<file path="config.mk">
export PLATFORM = sky130hd
export DESIGN_NAME = tea_decrypt_core
export DESIGN_NICKNAME = d
export VERILOG_FILES = /design/src/rtl/tea_pkg.sv /design/src/rtl/tea_dec_round.sv /design/src/rtl/tea_decrypt_core.sv
export SDC_FILE = /design/constraint.sdc
export NUM_CORES = 1
export LEC_CHECK = 0
export ABC_AREA = 1
export ABC_CLOCK_PERIOD_IN_PS = 9000
export CAP_MARGIN = 10
export CORE_UTILIZATION = 50
export CTS_BUF_LIST = sky130_fd_sc_hd__clkbuf_8
export CTS_CLUSTER_SIZE = 30
export DETAILED_ROUTE_END_ITERATION = 7
export PLACE_DENSITY = 0.72
export SLEW_MARGIN = 5
export SYNTH_ARGS = -nofsm -noshare
export SYNTH_HDL_FRONTEND = slang
export SYNTH_SLANG_ARGS = --single-unit
</file>
<file path="constraint.sdc">
create_clock -name clk -period 9 [get_ports clk]
set_input_delay 1.35 -clock clk [delete_from_list [all_inputs] [get_ports clk]]
set_output_delay 1.35 -clock clk [all_outputs]
set_load 0.03 [all_outputs]
</file>
<file path="src/rtl/tea_pkg.sv">
// Shared TEA definitions: key-schedule constant, default round count, FSM
// encoding and the initial decipher sum.
package tea_pkg;

  localparam int unsigned TEA_ROUNDS = 32;
  localparam logic [31:0] TEA_DELTA  = 32'h9E3779B9;

  typedef enum logic [1:0] {
    ST_IDLE  = 2'd0,
    ST_ROUND = 2'd1,
    ST_DONE  = 2'd2
  } tea_state_e;

  // Decipher starts where encipher finished: delta * rounds, wrapped to 32 bits.
  function automatic logic [31:0] tea_init_sum(input logic [31:0] delta,
                                               input int unsigned rounds);
    return delta * 32'(rounds);
  endfunction

endpackage

</file>
<file path="src/rtl/tea_dec_round.sv">
// One full TEA decipher round (both half-rounds), purely combinational.
// v1 is updated first and the new v1 feeds the v0 update.
module tea_dec_round (
  input  logic [31:0] v0_i,
  input  logic [31:0] v1_i,
  input  logic [31:0] sum_i,
  input  logic [31:0] k0_i,
  input  logic [31:0] k1_i,
  input  logic [31:0] k2_i,
  input  logic [31:0] k3_i,
  output logic [31:0] v0_o,
  output logic [31:0] v1_o
);

  logic [31:0] mix1;
  logic [31:0] v1_new;
  logic [31:0] mix0;

  assign mix1   = ((v0_i << 4) + k2_i) ^ (v0_i + sum_i) ^ ((v0_i >> 5) + k3_i);
  assign v1_new = v1_i - mix1;
  assign mix0   = ((v1_new << 4) + k0_i) ^ (v1_new + sum_i) ^ ((v1_new >> 5) + k1_i);

  assign v0_o = v0_i - mix0;
  assign v1_o = v1_new;

endmodule

</file>
<file path="src/rtl/tea_decrypt_core.sv">
// Iterative TEA decryption core: one round per clock through a single
// tea_dec_round instance, with valid/ready handshakes on both sides.
module tea_decrypt_core
  import tea_pkg::*;
#(
  parameter int unsigned ROUNDS = TEA_ROUNDS,
  parameter logic [31:0] DELTA  = TEA_DELTA
) (
  input  logic         clk,
  input  logic         resetn,
  input  logic         in_valid,
  output logic         in_ready,
  input  logic [31:0]  in_v0,
  input  logic [31:0]  in_v1,
  input  logic [127:0] key,
  output logic         out_valid,
  input  logic         out_ready,
  output logic [31:0]  out_v0,
  output logic [31:0]  out_v1,
  output logic         busy,
  output tea_state_e   dbg_state_o
);

  localparam logic [31:0] SUM_INIT = tea_init_sum(DELTA, ROUNDS);
  localparam logic [5:0]  LAST_RND = 6'(ROUNDS - 1);

  // Handshakes: a transfer happens on a rising edge where valid and ready are
  // both high. Valid, once raised, holds with stable data until that edge;
  // ready never depends combinationally on the opposite side's signals.

  tea_state_e  state_q, state_d;
  logic [31:0] v0_q, v0_d;
  logic [31:0] v1_q, v1_d;
  logic [31:0] sum_q, sum_d;
  logic [5:0]  cnt_q, cnt_d;
  logic [31:0] k0_q, k0_d;
  logic [31:0] k1_q, k1_d;
  logic [31:0] k2_q, k2_d;
  logic [31:0] k3_q, k3_d;
  logic [31:0] ov0_q, ov0_d;
  logic [31:0] ov1_q, ov1_d;

  logic        accept;
  logic        last_round;
  logic [31:0] rnd_v0;
  logic [31:0] rnd_v1;

  tea_dec_round u_round (
    .v0_i  (v0_q),
    .v1_i  (v1_q),
    .sum_i (sum_q),
    .k0_i  (k0_q),
    .k1_i  (k1_q),
    .k2_i  (k2_q),
    .k3_i  (k3_q),
    .v0_o  (rnd_v0),
    .v1_o  (rnd_v1)
  );

  assign accept     = in_valid && in_ready;
  assign last_round = (state_q == ST_ROUND) && (cnt_q == LAST_RND);

  always_ff @(posedge clk) begin
    if (!resetn) begin
      state_q <= ST_IDLE;
    end else begin
      state_q <= state_d;
    end
  end

  always_comb begin
    state_d = state_q;
    case (state_q)
      ST_IDLE:  if (accept)     state_d = ST_ROUND;
      ST_ROUND: if (last_round) state_d = ST_DONE;
      ST_DONE:  if (out_ready)  state_d = ST_IDLE;
      default:                  state_d = ST_IDLE;
    endcase
  end

  always_comb begin
    in_ready    = resetn && (state_q == ST_IDLE);
    out_valid   = (state_q == ST_DONE);
    busy        = (state_q == ST_ROUND) || (state_q == ST_DONE);
    dbg_state_o = state_q;
  end

  // Key words are captured only at accept so the block in flight ignores
  // later key changes; the output words live in their own registers so they
  // survive the next accept.
  always_comb begin
    v0_d  = v0_q;
    v1_d  = v1_q;
    sum_d = sum_q;
    cnt_d = cnt_q;
    k0_d  = k0_q;
    k1_d  = k1_q;
    k2_d  = k2_q;
    k3_d  = k3_q;
    ov0_d = ov0_q;
    ov1_d = ov1_q;
    if (accept) begin
      v0_d  = in_v0;
      v1_d  = in_v1;
      sum_d = SUM_INIT;
      cnt_d = '0;
      k0_d  = key[127:96];
      k1_d  = key[95:64];
      k2_d  = key[63:32];
      k3_d  = key[31:0];
    end else if (state_q == ST_ROUND) begin
      v0_d  = rnd_v0;
      v1_d  = rnd_v1;
      sum_d = sum_q - DELTA;
      cnt_d = cnt_q + 6'd1;
      if (last_round) begin
        ov0_d = rnd_v0;
        ov1_d = rnd_v1;
      end
    end
  end

  always_ff @(posedge clk) begin
    if (!resetn) begin
      v0_q  <= '0;
      v1_q  <= '0;
      sum_q <= '0;
      cnt_q <= '0;
      k0_q  <= '0;
      k1_q  <= '0;
      k2_q  <= '0;
      k3_q  <= '0;
      ov0_q <= '0;
      ov1_q <= '0;
    end else begin
      v0_q  <= v0_d;
      v1_q  <= v1_d;
      sum_q <= sum_d;
      cnt_q <= cnt_d;
      k0_q  <= k0_d;
      k1_q  <= k1_d;
      k2_q  <= k2_d;
      k3_q  <= k3_d;
      ov0_q <= ov0_d;
      ov1_q <= ov1_d;
    end
  end

  assign out_v0 = ov0_q;
  assign out_v1 = ov1_q;

endmodule

</file>
==> flow_summary.yaml <==
run_status:
  outcome: "completed"
layout:
  layout_common_cells: "nand2_1, inv_1, dfxtp_1"
  fillers: 4232
  final_area_mm2: 0.0281
  drive_above_1_share_pct: 6.23
  final_common_cell: "nand2_1"
  final_nets: 4009
  syn2layout_area_growth_pct: 19.2
worst_setup_path:
  cpMostUsedCell: "nand2_1"
  crit_type: "register to register"
  cp-start-kind: "register"
  critPathSlowestCell: "fa_1"
  cpPeakStageDelay_ns: 0.41
  cp.required_ns: 9.53
  end_kind: "register"
  worst_ep_arrival_time_ns: 9.07
  critPathMaxFanout: 5
place:
  gp_congestion: 0.987
  dpl-instance-area_mm2: 0.0269
  dp_hpwl_um: 69400
  dp_slack_ns: 0.178
  io_buffers: 264
logic_synthesis:
  ys_warn_count: 0
  synth_cell_types: 61
  syn_area_mm2: 0.0236
  syn_nets: 3744
  synth-seq-cells: 296
  syn_inst: 3294
  avgSynthCellArea_um2: 7.17
  yosysSeqAreaShare_pct: 25.1
floorplanning:
  die_area_mm2: 0.0481
  io_pins: 265
  rows: 79
  fp.dieW_um: 219
  die_h_um: 219
  coreArea_mm2: 0.0466
  start_util_pct: 50.7
timing:
  worst_pin_slew_ns: 1.22
  finalCritPeriodShare_pct: 94.8
  max_slew_margin_pct: 18.7
  setup_viol: 0
  report.final.slew_viol_count: 0
  hold-worst-slack_ns: 0.474
  fmaxAchievable_ghz: 0.117
  finalCriticalPeriod_ns: 8.54
  tns_ns: 0
  hold_viol: 0
  layout_setup_ws_ns: 0.464
  finClkSkew_ns: 0.0498
global_routing:
  grt-ovfl-total: 0
  track_usage_pct: 35.5
  grt_pass1_wl_um: 130000
  antenna_found_initial: 1
  grt_max_degree: 110
  first_global_vias: 23200
clock_network:
  insertion_delay_ns: 0.68
  cts_buffers: 53
  clk_pin_slew_ns: 0.07
  clkSinkCount: 296
  clk_path_buf_depth: 3
  root_buffer: "clkbuf_8"
  hold_buffers: 0
  htreeDepth: 2
  cts_tree: "yes"
drt:
  viasPerCell: 5.72
  dr.pass1.iters: 6
  drc_errors: 0
  first_iter_violations: 2237
  wl_per_cell_um: 20.7
  via_count: 24100
  routed_wirelength_um: 87200
  postRouteAntennaNets: 0
run:
  max-cap-violations: 0
min_path:
  hp-class: "register to register"
[routing by layer]
metal	up-vias	GRT usage (%)	part of all wire, %
met1	11300	49.4	45
met2	979	56.2	44
met3	154	4.98	7.7
met4	2	11.6	3.0
li1	11600	-	-
met5	-	0	0.015
[cell usage after synthesis (all sizes together)]
| cell type | n | area [µm²] |
|---|---|---|
| o21bai | 19 | 161 |
| nor2 | 252 | 948 |
| o211ai | 11 | 87.6 |
| xor2 | 230 | 2010 |
| o31ai | 7 | 57.6 |
| o21ai | 201 | 1050 |
| o21a | 16 | 120 |
| inv | 353 | 1330 |
| or3 | 1 | 6.26 |
| o311a | 1 | 10.0 |
| nand3b | 4 | 30.0 |
| xnor2 | 98 | 858 |
| a31o | 5 | 43.8 |
| o221ai | 7 | 61.3 |
| a221oi | 4 | 35.0 |
| nand2 | 741 | 2830 |
| nor3 | 34 | 175 |
| buf | 7 | 28.8 |
| fa | 8 | 160 |
| a22oi | 1 | 7.51 |
| a21boi | 16 | 150 |
| nand3 | 102 | 583 |
| o211a | 2 | 20.0 |
| a21oi | 286 | 1500 |
| xnor3 | 3 | 67.6 |
| and2 | 2 | 12.5 |
| clkbuf | 78 | 297 |
| o22ai | 1 | 6.26 |
| nor4 | 6 | 37.5 |
| a22o | 118 | 1030 |
| or2 | 17 | 106 |
| ha | 246 | 3080 |
| clkinv | 4 | 15.0 |
| dfxtp | 296 | 5930 |
| a21o | 13 | 97.6 |
| nor3b | 1 | 7.51 |
| or4 | 1 | 7.51 |
| a31oi | 78 | 488 |
| a41oi | 1 | 8.76 |
| a211oi | 7 | 52.6 |
| nand4 | 16 | 100 |
[cell families (layout without fill, tap and decap cells)]
| group | Yosys count | in the layout | share of synthesized area [%] |
|---|---|---|---|
| and+or+nand+nor | 1177 | 1177 | 20.5 |
| AOI/OAI and AO/OA | 794 | 794 | 21.1 |
| buffers and inverters | 442 | 745 | 7.06 |
| xor gates and xnor gates | 331 | 331 | 12.5 |
| DFF | 296 | 296 | 25.1 |
| adders and majority gates | 254 | 254 | 13.7 |
| other | 0 | 1 | 0 |
[final timing paths]
kind | from | endpoint | slack, ns | cells after the start
min reg2reg | out_v0[2] | out_v0[2] | 0.47 | 2
max reg2reg | v0_q[5] | out_v0[30] | 0.46 | 44
min | out_v0[2] | out_v0[2] | 0.47 | 2
max | v0_q[5] | out_v0[30] | 0.46 | 44
[what timing repair did]
action,in CTS,in global routing
resized for setup,0,16
endpoints found under the setup margin,0,6
buffers inserted,0,2
[sequential cells by signal, indices dropped and copies added, names as in the netlist]
name and flops:
k3_q 32, out_v1 32, cnt_q 6, sum_q 32, out_v0 32, dbg_state_o 2
k0_q 32, v0_q 32, k1_q 32, k2_q 32, v1_q 32
[through the flow]
| step | cells | util, % |
|---|---|---|
| after detailed placement | 4109 | 57.8 |
| after CTS | 4202 | 60.2 |
| final | 4205 | 60.4 |
| after floorplan | 3294 | - |
| after global routing | 4204 | 60.4 |
| after global placement | 4109 | 57.8 |
[cell type report]
class / count / area, µm² / share of cell area (%)
inverter: 357 / 1350 / 4.79
multi-input combinational: 2556 / 16100 / 57.2
clock inverter: 30 / 258 / 0.916
sequential: 296 / 5930 / 21.1
tap: 607 / 759 / 2.70
clock buffer: 63 / 867 / 3.08
antenna: 1 / 2.50 / 0.00889
timing repair buffer: 295 / 2880 / 10.2
[critical path, delay by kind of cell, from the launching register on]
family	cells	cell delay [ns]
compound gates	17	2.91
xor+xnor	5	1.32
flops	1	0.39
fa+ha+maj	5	1.69
simple gates	14	1.83
buf+inv	3	0.24
Power is not shown: default switching activity piles up to over one toggle a cycle in this logic, so the estimate is an artifact.
